### src/rtl/mtr_drv_pwm_if.sv
// Gate-drive bundle between the wheel controller and the PWM driver.
// Controller owns en/spd/rev; driver owns the gate pins and the strobe.
interface mtr_drv_pwm_if #(
   parameter int NUM_CH = 2,
   parameter int PWM_W  = 11
);
   logic                      en;
   logic [NUM_CH*PWM_W-1:0]   spd;
   logic [NUM_CH-1:0]         rev;
   logic [NUM_CH-1:0]         pwm_frwrd;
   logic [NUM_CH-1:0]         pwm_rev;
   logic [NUM_CH-1:0]         dead;
   logic                      period_strb;

   modport master (
      output en,
      output spd,
      output rev,
      input  pwm_frwrd,
      input  pwm_rev,
      input  dead,
      input  period_strb
   );

   modport slave (
      input  en,
      input  spd,
      input  rev,
      output pwm_frwrd,
      output pwm_rev,
      output dead,
      output period_strb
   );
endinterface

### src/rtl/mtr_drv_pwm.sv
// Multi-channel H-bridge PWM driver: shared period counter, buffered
// duty/direction, and blanking on every direction reversal.
module mtr_drv_pwm #(
   parameter int NUM_CH   = 2,
   parameter int PWM_W    = 11,
   parameter int DEAD_CYC = 16
) (
   input  logic         clk,
   input  logic         rst,
   mtr_drv_pwm_if.slave bus
);

   typedef enum logic [1:0] {
      S_IDLE = 2'd0,
      S_RUN  = 2'd1,
      S_DEAD = 2'd2
   } st_t;

   localparam logic [PWM_W-1:0] CMAX  = '1;
   localparam logic [PWM_W-1:0] CPRE  = CMAX - PWM_W'(1);
   localparam logic [PWM_W-1:0] DLOAD = PWM_W'(DEAD_CYC);
   localparam logic [PWM_W-1:0] DONE  = PWM_W'(1);
   localparam bit               DEAD_EN = (DEAD_CYC > 0);

   logic [PWM_W-1:0]  cnt;
   logic              bnd;
   logic              strb_q;
   logic [NUM_CH-1:0] frwrd_v;
   logic [NUM_CH-1:0] rvs_v;
   logic [NUM_CH-1:0] dead_v;

   assign bnd = (cnt == CMAX);

   // Strobe is computed one clock early so it lines up with cnt == MAX
   always_ff @(posedge clk) begin
      if (rst) begin
         cnt    <= '0;
         strb_q <= 1'b0;
      end else begin
         cnt    <= cnt + PWM_W'(1);
         strb_q <= (cnt == CPRE);
      end
   end

   assign bus.period_strb = strb_q;
   assign bus.pwm_frwrd   = frwrd_v;
   assign bus.pwm_rev     = rvs_v;
   assign bus.dead        = dead_v;

   genvar i;
   for (i = 0; i < NUM_CH; i++) begin : g_ch
      st_t              st;
      st_t              st_nx;
      logic [PWM_W-1:0] duty_q;
      logic [PWM_W-1:0] dcnt;
      logic [PWM_W-1:0] dcnt_nx;
      logic             rev_q;
      logic             rev_q_nx;
      logic             rev_nx;
      logic             rev_cap;
      logic             on;
      logic             frwrd_q;
      logic             rvs_q;
      logic             dead_q;

      // Direction as captured on this edge when it is a boundary
      assign rev_cap = bnd ? bus.rev[i] : rev_nx;

      always_ff @(posedge clk) begin
         if (rst) begin
            st     <= S_IDLE;
            duty_q <= '0;
            dcnt   <= '0;
            rev_q  <= 1'b0;
            rev_nx <= 1'b0;
         end else begin
            st    <= st_nx;
            dcnt  <= dcnt_nx;
            rev_q <= rev_q_nx;
            if (bnd) begin
               duty_q <= bus.spd[i*PWM_W +: PWM_W];
               rev_nx <= bus.rev[i];
            end
         end
      end

      always_comb begin
         st_nx    = st;
         dcnt_nx  = dcnt;
         rev_q_nx = rev_q;
         if (!bus.en) begin
            st_nx   = S_IDLE;
            dcnt_nx = '0;
         end else begin
            unique case (st)
               S_IDLE: begin
                  if (bnd) begin
                     st_nx    = S_RUN;
                     rev_q_nx = rev_cap;
                  end
               end
               S_RUN: begin
                  if (bnd && (rev_cap != rev_q)) begin
                     if (DEAD_EN) begin
                        st_nx   = S_DEAD;
                        dcnt_nx = DLOAD;
                     end else begin
                        rev_q_nx = rev_cap;
                     end
                  end
               end
               S_DEAD: begin
                  dcnt_nx = dcnt - PWM_W'(1);
                  if (dcnt == DONE) begin
                     st_nx    = S_RUN;
                     rev_q_nx = rev_cap;
                     dcnt_nx  = '0;
                  end
               end
               default: st_nx = S_IDLE;
            endcase
         end
      end

      always_comb begin
         on = (st == S_RUN) && (cnt < duty_q);
      end

      always_ff @(posedge clk) begin
         if (rst) begin
            frwrd_q <= 1'b0;
            rvs_q   <= 1'b0;
            dead_q  <= 1'b0;
         end else begin
            frwrd_q <= on & ~rev_q;
            rvs_q   <= on & rev_q;
            dead_q  <= (st_nx == S_DEAD);
         end
      end

      assign frwrd_v[i] = frwrd_q;
      assign rvs_v[i]   = rvs_q;
      assign dead_v[i]  = dead_q;
   end

endmodule
### src/flat_wrapper.sv
// flat-port wrapper written by rule: the top's interface ports become plain ports
module mtr_drv_pwm_flat 
#(
   parameter int NUM_CH   = 2,
   parameter int PWM_W    = 11,
   parameter int DEAD_CYC = 16
)
  (clk, rst, bus_en, bus_spd, bus_rev, bus_pwm_frwrd, bus_pwm_rev, bus_dead, bus_period_strb);
  mtr_drv_pwm_if #(.NUM_CH(NUM_CH), .PWM_W(PWM_W)) bus_i ();
  input  logic clk;
  input  logic rst;
  input wire logic [$bits(bus_i.en)-1:0] bus_en;
  input wire logic [$bits(bus_i.spd)-1:0] bus_spd;
  input wire logic [$bits(bus_i.rev)-1:0] bus_rev;
  output wire logic [$bits(bus_i.pwm_frwrd)-1:0] bus_pwm_frwrd;
  output wire logic [$bits(bus_i.pwm_rev)-1:0] bus_pwm_rev;
  output wire logic [$bits(bus_i.dead)-1:0] bus_dead;
  output wire logic [$bits(bus_i.period_strb)-1:0] bus_period_strb;
  assign bus_i.en = bus_en;
  assign bus_i.spd = bus_spd;
  assign bus_i.rev = bus_rev;
  assign bus_pwm_frwrd = bus_i.pwm_frwrd;
  assign bus_pwm_rev = bus_i.pwm_rev;
  assign bus_dead = bus_i.dead;
  assign bus_period_strb = bus_i.period_strb;
  mtr_drv_pwm #(.NUM_CH(NUM_CH), .PWM_W(PWM_W), .DEAD_CYC(DEAD_CYC)) u_core (.clk(clk), .rst(rst), .bus(bus_i));
endmodule
### config.mk
export PLATFORM = sky130hd
export DESIGN_NAME = mtr_drv_pwm_flat
export DESIGN_NICKNAME = d
export VERILOG_FILES = /design/src/rtl/mtr_drv_pwm_if.sv /design/src/rtl/mtr_drv_pwm.sv /design/src/flat_wrapper.sv
export SDC_FILE = /design/constraint.sdc
export NUM_CORES = 1
export LEC_CHECK = 0
export ABC_AREA = 1
export BUFFER_PORTS_ARGS = -buffer_cell sky130_fd_sc_hd__buf_4
export CAP_MARGIN = 20
export CORE_MARGIN = 4
export CORE_UTILIZATION = 52
export DETAILED_ROUTE_END_ITERATION = 8
export GPL_ROUTABILITY_DRIVEN = 0
export MAX_ROUTING_LAYER = met4
export PLACE_DENSITY = 0.71
export SLEW_MARGIN = 20
export SYNTH_ARGS = -nofsm -noshare
export SYNTH_HDL_FRONTEND = slang
export SYNTH_SLANG_ARGS = --single-unit
### constraint.sdc
create_clock -name clk -period 3.8 [get_ports clk]
set_input_delay 0.38 -clock clk [delete_from_list [all_inputs] [get_ports clk]]
set_output_delay 0.38 -clock clk [all_outputs]
set_load 0.01 [all_outputs]
* Yosys cells after proc, flatten, opt, wreduce, memory -nomap -nowiden
Index checks and enable logic that the tools add are counted.
** Word-level totals
- Bits in registers :: 70
- Output and inout bits :: 7
- Logic and storage cells :: 87
** Cells by class
- Add/sub/neg operators :: 3
- $lt $le $gt $ge :: 2
- Equal/unequal tests :: 18
- Mux-type cells :: 24
- Bitwise gates (word level) :: 7
- Reduce and logical (&&, ||, !) cells :: 15
** Operator list (count)
- $mux W11 :: 4
- $pmux W11 S2 :: 2
- $eq A11 B1 Y1 const B :: 2
- $eq A11 B11 Y1 const B :: 2
- $lt A11 B11 Y1 :: 2
- $sub A11 B1 Y11 const B :: 2
- $mux W2 :: 8
- $ne A2 B1 Y1 const B :: 6
- $pmux W2 S3 :: 2
- $add A11 B1 Y11 const B :: 1
- $eq A2 B2 Y1 const B :: 4
- $reduce_and A4 Y1 :: 2
- $reduce_bool A2 Y1 :: 4
- $mux W1 :: 6
- $and A1 B1 Y1 :: 4
- $eq A2 B1 Y1 const B :: 2
- $logic_and A1 B1 Y1 :: 4
- $logic_not A2 Y1 :: 2
- $pmux W1 S2 :: 2
- $reduce_and A2 Y1 :: 2
- $not A1 Y1 :: 3
- $ne A1 B1 Y1 :: 2
- $reduce_or A2 Y1 :: 1

* Logic depth before layout (Yosys ltp)
Gate-level depths: netlist of the first run.
- Depth in word-level cells :: 8
- Mapped depth :: 11

* Worst setup path after synthesis of the first run
No wires, ideal clock.
- Kind :: flip-flop to flip-flop
- Start point :: register u_core.cnt[1]
- End point :: register u_core.g_ch[1].dcnt[7]
- Library setup time :: 132 ps
- Arrival time :: 1348 ps
- Data required time :: 3668 ps
- Path slack :: 2320 ps
- Stages on the path, launching flop included :: 10
- Cells stage by stage :: dfxtp_1 -> ha_1 -> nand2_2 -> nor2_4 -> nand3_4 -> inv_6 -> nand3_2 -> buf_6 -> nand3_1 -> a21oi_1
** On the way
- Word-level cells in the longest chain between the ends :: 6
** Ends and longest elaborated chain
- start, declared :: line mtr_drv_pwm.sv:25 : logic [PWM_W-1:0] cnt;
- start signal, assigned :: line mtr_drv_pwm.sv:40 : cnt <= cnt + PWM_W'(1);
- $eq A11 B11 Y1 (*) :: line mtr_drv_pwm.sv:32 : assign bnd = (cnt == CMAX);
- $mux W1
- $ne A1 B1 Y1 :: line mtr_drv_pwm.sv:103 : if (bnd && (rev_cap != rev_q)) begin
- $logic_and A1 B1 Y1 (*) :: line mtr_drv_pwm.sv:103
- $ne A2 B1 Y1 (no line) (*)
- $reduce_and A2 Y1 (no line) (*)
- end signal, assigned :: line mtr_drv_pwm.sv:78 : dcnt <= dcnt_nx;
- end, declared :: line mtr_drv_pwm.sv:55 : logic [PWM_W-1:0] dcnt;
Mark *: on every way between the ends. The rest lies on a longest branch, timed or not.
A chain may end at the register's enable or synchronous reset.

* Worst setup path in the final report of the first run
- Start point :: register u_core.cnt[1]
- End point :: register u_core.g_ch[1].duty_q[8]
** On the way
- Word-level cells in the longest chain between the ends :: 1
** Ends and longest elaborated chain
- $eq A11 B11 Y1 :: line mtr_drv_pwm.sv:32
- end signal, assigned :: line mtr_drv_pwm.sv:81 : duty_q <= bus.spd[i*PWM_W +: PWM_W];
- end, declared :: line mtr_drv_pwm.sv:54 : logic [PWM_W-1:0] duty_q;
Every way passes these cells.

==> flow_metrics.env, run 1 <==
export IMPL_hold_viol=0
export IMPL_fin_nets=608
export IMPL_worst_slew_pin_slew_ps=864.6
export IMPL_dpl_hpwl_mm=5.829
export IMPL_period_share=0.5682
export IMPL_drc_errors=0
export IMPL_rsz0062_at_grt="no"
export IMPL_htreeDepth=3
export IMPL_final_cells=654
export IMPL_start_kind="flip-flop"
export IMPL_arrival_ps=2360
export IMPL_placed_cell_area_um2=4015
export IMPL_p_per_area_nw_per_um2=313.0
export IMPL_cts_tree="built"
export IMPL_first_iter_violations=116
export IMPL_start_util=0.5444
export IMPL_hold_class="input port to flip-flop"
export IMPL_io_buffer_count=33
export IMPL_r2r_cells=8
export IMPL_cp_required_ps=4000
export IMPL_synthToLayoutAreaGrowth_pct=10.92
export IMPL_clock_path_buffers=2
export IMPL_synthesis_area_um2=3760
export IMPL_synth_cell_types=30
export IMPL_clkLatencyLatePin_ps=340
export IMPL_crit_cells=8
export IMPL_ctsResizeCount=0
export IMPL_crit_buf_inv=1
export IMPL_wl_met2_mm=4.188
export IMPL_core_area_um2=6907
export IMPL_final_area_um2=4170
export IMPL_maxSlewViolCount=0
export IMPL_dr_pass1_iters=4
export IMPL_layout_common_cells="92 x nand2_1, 70 x dfxtp_1, 66 x inv_1, 64 x a21oi_1, 58 x nand3_1"
export IMPL_grt_max_degree=41
export IMPL_clock_root_buffer="clkbuf_8"
export IMPL_synth_net_count=581
export IMPL_skew_ps=11.27
export IMPL_synth_edf_count=0
export IMPL_synth_async_reset_ratio=0
export IMPL_synth_seq_cells=70
export IMPL_post_drt_wl_per_cell_um=12.19
export IMPL_synth_flop_cell="dfxtp_1"
export IMPL_critPathMaxStageDelay_ps=530
export IMPL_setup_tns_ps=0
export IMPL_diodes=0
export IMPL_path_cells="ha_1, nand2_2, nor2_4, nand2_2, inv_2, nand3_2, o21ai_0, a21oi_1"
export IMPL_leakage_nw=1.814
export IMPL_seq_area_um2=1401
export IMPL_ys_seq_area_frac=0.3727
export IMPL_wl_met1_mm=3.452
export IMPL_synthesis_instances=528
export IMPL_clk_pin_slew_ps=70
export IMPL_setup_viol=0
export IMPL_critPathMostFrequentCell="nand2_2"
export IMPL_yosysWarnings=0
export IMPL_synth_top_area_frac=0.3727
export IMPL_antenna_found_initial=0
export IMPL_power_mw=1.305
export IMPL_post_cts_buffers=0
export IMPL_wl_mm=7.972
export IMPL_first_global_vias=3263
export IMPL_die_area_um2=8655
export IMPL_min_path_cells=3
export IMPL_crit_type="flip-flop to flip-flop"
export IMPL_drtAntennaViolNets=0
export IMPL_avgSynthCellArea_um2=7.121
export IMPL_num_fill_cells=712
export IMPL_synth_top_area_cell="dfxtp_1"
export IMPL_status="finished clean"
export IMPL_highest_layer="met4"
export IMPL_grt_pass1_wl_mm=13.76
export IMPL_synth_area_top_cells="dfxtp_1 37%, nand2_1 9.2%, ha_1 8.7%, a21oi_1 8.5%, nand3_1 7.7%"
export IMPL_die_h_um=93.03
export IMPL_wl_met3_um=219
export IMPL_io_pins=34
export IMPL_whs_ps=290.9
export IMPL_grt_use_total=0.1997
export IMPL_crit_slowest_cell="nand3_2"
export IMPL_path_delay_family="simple AND/OR/NAND/NOR gates"
export IMPL_die_w_um=93.03
export IMPL_vias_per_cell=5.219
export IMPL_maxCapViolCount=0
export IMPL_row_count=30
export IMPL_fmax_mhz=463.2
export IMPL_numCtsBuffers=9
export IMPL_drive_gt1_frac=0.1254
export IMPL_cts_hold_buf=0
export IMPL_cts_sinks=70
export IMPL_dp_cells=640
export IMPL_crit_fanout=40
export IMPL_final_common_cell="nand2_1"
export IMPL_multi_input_area_um2=1969
export IMPL_min_period_ps=2159
export IMPL_maxSlewHeadroom=0.4229
export IMPL_num_vias=3413
export IMPL_grt_overflow_total=0
export IMPL_endpoint_kind="flip-flop"
export IMPL_ir_drop_uv=275.3
-- area by class of cell --
class	count	share of cell area
clock buffers	12	0.03480
clock inverters	2	0.002400
inverters	72	0.06631
multi-input cells	369	0.4722
flip-flops and latches	70	0.3360
well taps	96	0.02880
repair buffers	33	0.05941
-- power by group --
group          internal (mW)  leakage, nW  switching, mW  total, mW
clock                  0.246       0.0821          0.260      0.506
sequential             0.736        0.564        0.00385      0.740
combinational         0.0290         1.17         0.0300     0.0590
-- sequential cells by signal, summed over array words and instances (netlist names) --
name / count
u_core.g_ch.rev_nx: 2
u_core.g_ch.frwrd_q: 2
u_core.g_ch.rvs_q: 2
u_core.cnt: 11
u_core.g_ch.dcnt: 22
u_core.g_ch.rev_q: 2
u_core.g_ch.dead_q: 2
u_core.bus.period_strb: 1
u_core.g_ch.st: 4
u_core.g_ch.duty_q: 22
-- cells by family (layout without fill, tap and decap cells) --
kind of cell,Yosys count,after routing,synth area share
and+or+nand+nor,240,240,0.2952
AOI/OAI and AO/OA,99,99,0.1328
buffers and inverters,89,119,0.1035
DFF,70,70,0.3727
adders and majority gates,26,26,0.08652
xor gates and xnor gates,4,4,0.009317
-- stage by stage --
stage                     setup WS (ps)    util
after global routing               1383  0.6038
after CTS                          1667  0.6038
after global placement             1784  0.5813
after floorplan                    2320       -
final                              1641  0.6038
after detailed placement           1681  0.5813
-- final timing paths --
check             slack (ps)                         startpoint                               endpoint
hold reg to reg          460  u_core.g_ch[1].rev_q$_SDFFE_PP0P_      u_core.g_ch[1].frwrd_q$_SDFF_PP0_
hold / removal           290                             bus_en        u_core.g_ch[1].st[0]$_SDFF_PP0_
setup / recovery        1640           u_core.cnt[1]$_SDFF_PP0_  u_core.g_ch[1].duty_q[8]$_SDFFE_PP0P_
setup reg to reg        1640           u_core.cnt[1]$_SDFF_PP0_  u_core.g_ch[1].duty_q[8]$_SDFFE_PP0P_
-- cell usage after synthesis (4+ instances only) --
library cell  number
nor3_1             5
nand2_1           92
buf_4              6
ha_1              26
dfxtp_1           70
o21ai_0           33
nor2_4             6
a21oi_1           64
nor2_1            54
inv_1             66
clkbuf_1           5
nor2_2             4
nand4_1            8
xor2_1             4
nand3_1           58
-- per-layer routing --
metal	up-vias	track usage
met1	1594	0.2280
met4	0	0.07448
met2	35	0.3473
met5	-	-
li1	1774	-
met3	10	0.03862
-- worst reg2reg max path, cell delays in order, from the launching register on --
cell	delay [ps]
dfxtp_1	420
ha_1	230
nand2_2	80
nor2_4	160
nand2_2	70
inv_2	80
nand3_2	530
o21ai_0	390
a21oi_1	60
(Power assumes the default switching activity.)
==> run 2: changes to the inputs <==
- PLACE_DENSITY: 0.71 -> 0.74
- clock period: 3.8 -> 1.8 ns (I/O delays scaled with it)
==> flow_metrics.env, run 2 (synthesized netlist as in run 1, its figures left out) <==
export IMPL_cts_hold_buf=0
export IMPL_min_period_ps=1632
export IMPL_grt_use_total=0.2110
export IMPL_crit_end="u_core.g_ch[0].dcnt[9]$_SDFFE_PP0P_"
export IMPL_clock_path_buffers=2
export IMPL_p_seq_frac=0.483
export IMPL_die_w_um=93.03
export IMPL_cts_sinks=70
export IMPL_first_iter_violations=138
export IMPL_r2r_end="u_core.g_ch[0].dcnt[9]$_SDFFE_PP0P_"
export IMPL_clkLatencyLatePin_ps=350
export IMPL_die_h_um=93.03
export IMPL_power_mw=3.223
export IMPL_num_vias=3431
export IMPL_fmax_mhz=612.7
export IMPL_start_util=0.5444
export IMPL_fin_util=0.6303
export IMPL_p_sw_uw=684.0
export IMPL_period_share=0.9068
export IMPL_cts_tree="built"
export IMPL_arrival_ps=1880
export IMPL_grt_pass1_wl_mm=14.32
export IMPL_die_area_um2=8655
export IMPL_hold_viol=0
export IMPL_crit_fanout=11
export IMPL_grt_max_degree=25
export IMPL_path_cells="ha_1, nand2_2, nor2_4, nand3_4, inv_6, nand3_4, nand2_1, nand2_1, inv_1, nor2_1"
export IMPL_ir_drop_uv=529.5
export IMPL_drc_errors=0
export IMPL_htreeDepth=3
export IMPL_maxSlewHeadroom=0.7175
export IMPL_drtAntennaViolNets=0
export IMPL_clk_pin_slew_ps=80
export IMPL_diodes=0
export IMPL_dr_pass1_iters=4
export IMPL_critPathLaunch="u_core.cnt[0]$_SDFF_PP0_"
export IMPL_post_cts_buffers=0
export IMPL_hold_class="input port to flip-flop"
export IMPL_p_sw_frac=0.2122
export IMPL_critPathMaxStageDelay_ps=380
export IMPL_final_common_cell="nand2_1"
export IMPL_layout_common_cells="92 x nand2_1, 70 x dfxtp_1, 66 x inv_1, 64 x a21oi_1, 58 x nand3_1"
export IMPL_r2r_start="u_core.cnt[0]$_SDFF_PP0_"
export IMPL_cp_required_ps=2050
export IMPL_antenna_found_initial=0
export IMPL_crit_slowest_cell="dfxtp_1"
export IMPL_maxSlewViolCount=0
export IMPL_p_per_area_nw_per_um2=740.5
export IMPL_combPwrFrac=0.043
export IMPL_r2r_cells=10
export IMPL_dpl_hpwl_mm=6.085
export IMPL_setup_viol=0
export IMPL_worst_slew_pin_slew_ps=422.4
export IMPL_top_regs="u_core.g_ch.dcnt x22, u_core.g_ch.duty_q x22, u_core.cnt x11"
export IMPL_post_drt_wl_per_cell_um=12.35
export IMPL_status="finished clean"
export IMPL_crit_type="flip-flop to flip-flop"
export IMPL_numCtsBuffers=9
export IMPL_fin_nets=619
export IMPL_io_buffer_count=33
export IMPL_row_count=30
export IMPL_start_kind="flip-flop"
export IMPL_p_int_mw=2.539
export IMPL_leakage_nw=1.900
export IMPL_skew_ps=12.84
export IMPL_clockPowerShare=0.473
export IMPL_io_pins=34
export IMPL_endpoint_kind="flip-flop"
export IMPL_synthToLayoutAreaGrowth_pct=15.77
export IMPL_maxCapViolCount=0
export IMPL_r2r_slack_ps=170
export IMPL_wl_mm=8.238
export IMPL_first_global_vias=3306
export IMPL_num_fill_cells=643
export IMPL_grt_overflow_total=0
export IMPL_drive_gt1_frac=0.1489
export IMPL_vias_per_cell=5.144
export IMPL_core_area_um2=6907
export IMPL_clock_root_buffer="clkbuf_8"
==> run 2: cell types whose count changed in the layout (fill, tap and decap cells not counted), sizes merged <==
cell	before	now
clkinv	4	3
clkbuf	12	10
clkinvlp	0	2
bufinv	0	3
buf	33	44
==> run 2: how the worst min path moves through the flow <==
stage / start / endpoint / slack [ps] / cells past startpoint
after floorplan: bus_en / u_core.g_ch[0].st[0]$_SDFF_PP0_ / 310 / 2
after global placement: bus_en / u_core.g_ch[1].st[0]$_SDFF_PP0_ / 420 / 3
after detailed placement: bus_en / u_core.g_ch[1].st[0]$_SDFF_PP0_ / 420 / 3
after CTS: bus_en / u_core.g_ch[0].st[0]$_SDFF_PP0_ / 60 / 3
after global routing: bus_en / u_core.g_ch[0].st[0]$_SDFF_PP0_ / 70 / 3
final: bus_en / u_core.g_ch[1].st[0]$_SDFF_PP0_ / 70 / 3
==> run 2: cell type report <==
class | instances | area, µm² | area share
multi-input combinational | 369 | 1987 | 0.4565
sequential | 70 | 1401 | 0.3219
timing repair buffer | 44 | 330.3 | 0.07588
inverter | 72 | 276.5 | 0.06352
clock buffer | 10 | 127.6 | 0.02932
tap | 96 | 120.1 | 0.02759
clock inverter | 6 | 110.1 | 0.02529
==> run 2: power groups by stage <==
stage               registers (mW)  clock network [mW]  logic, mW
finish                        1.56                1.53      0.139
detailed placement            1.59                   0      0.139
floorplan                     1.59                   0     0.0638
global placement              1.59                   0      0.134
CTS                           1.56                1.54      0.140
global route                  1.56                1.62      0.159
==> run 2: repair_timing <==
action,in CTS,in global routing
endpoints found under the hold margin,0,0
resized for setup,0,4
setup endpoints to repair,0,5
==> run 2: worst max-delay path: cells and delay by family (launching register included) <==
family,cells,cell delay [ps]
and+or+nand+nor,7,760
DFF,1,380
adders and majority gates,1,190
buffers and inverters,2,190
==> run 2: per-layer routing <==
layer | share of wire | GRT usage | wire length (µm)
met5 | 0 | - | 0
met4 | 0.023 | 0.09524 | 186
met3 | 0.029 | 0.03620 | 237
met2 | 0.51 | 0.3647 | 4216
met1 | 0.44 | 0.2389 | 3598
==> run 2: per-stage QoR <==
stage | instance area (µm²) | hold slack (ps) | setup WS (ps) | instances | TNS (ps)
2_1_floorplan | 3760 | 305.8 | 320.2 | 528 | 0
3_3_place_gp | 4098 | 421.0 | 155.9 | 651 | 0
3_5_place_dp | 4098 | 421.4 | 113.9 | 651 | 0
4_1_cts | 4335 | 57.86 | 89.15 | 667 | 0
5_1_grt | 4353 | 65.52 | -2.720 | 667 | -2.720
6_report | 4353 | 71.99 | 167.8 | 667 | 0
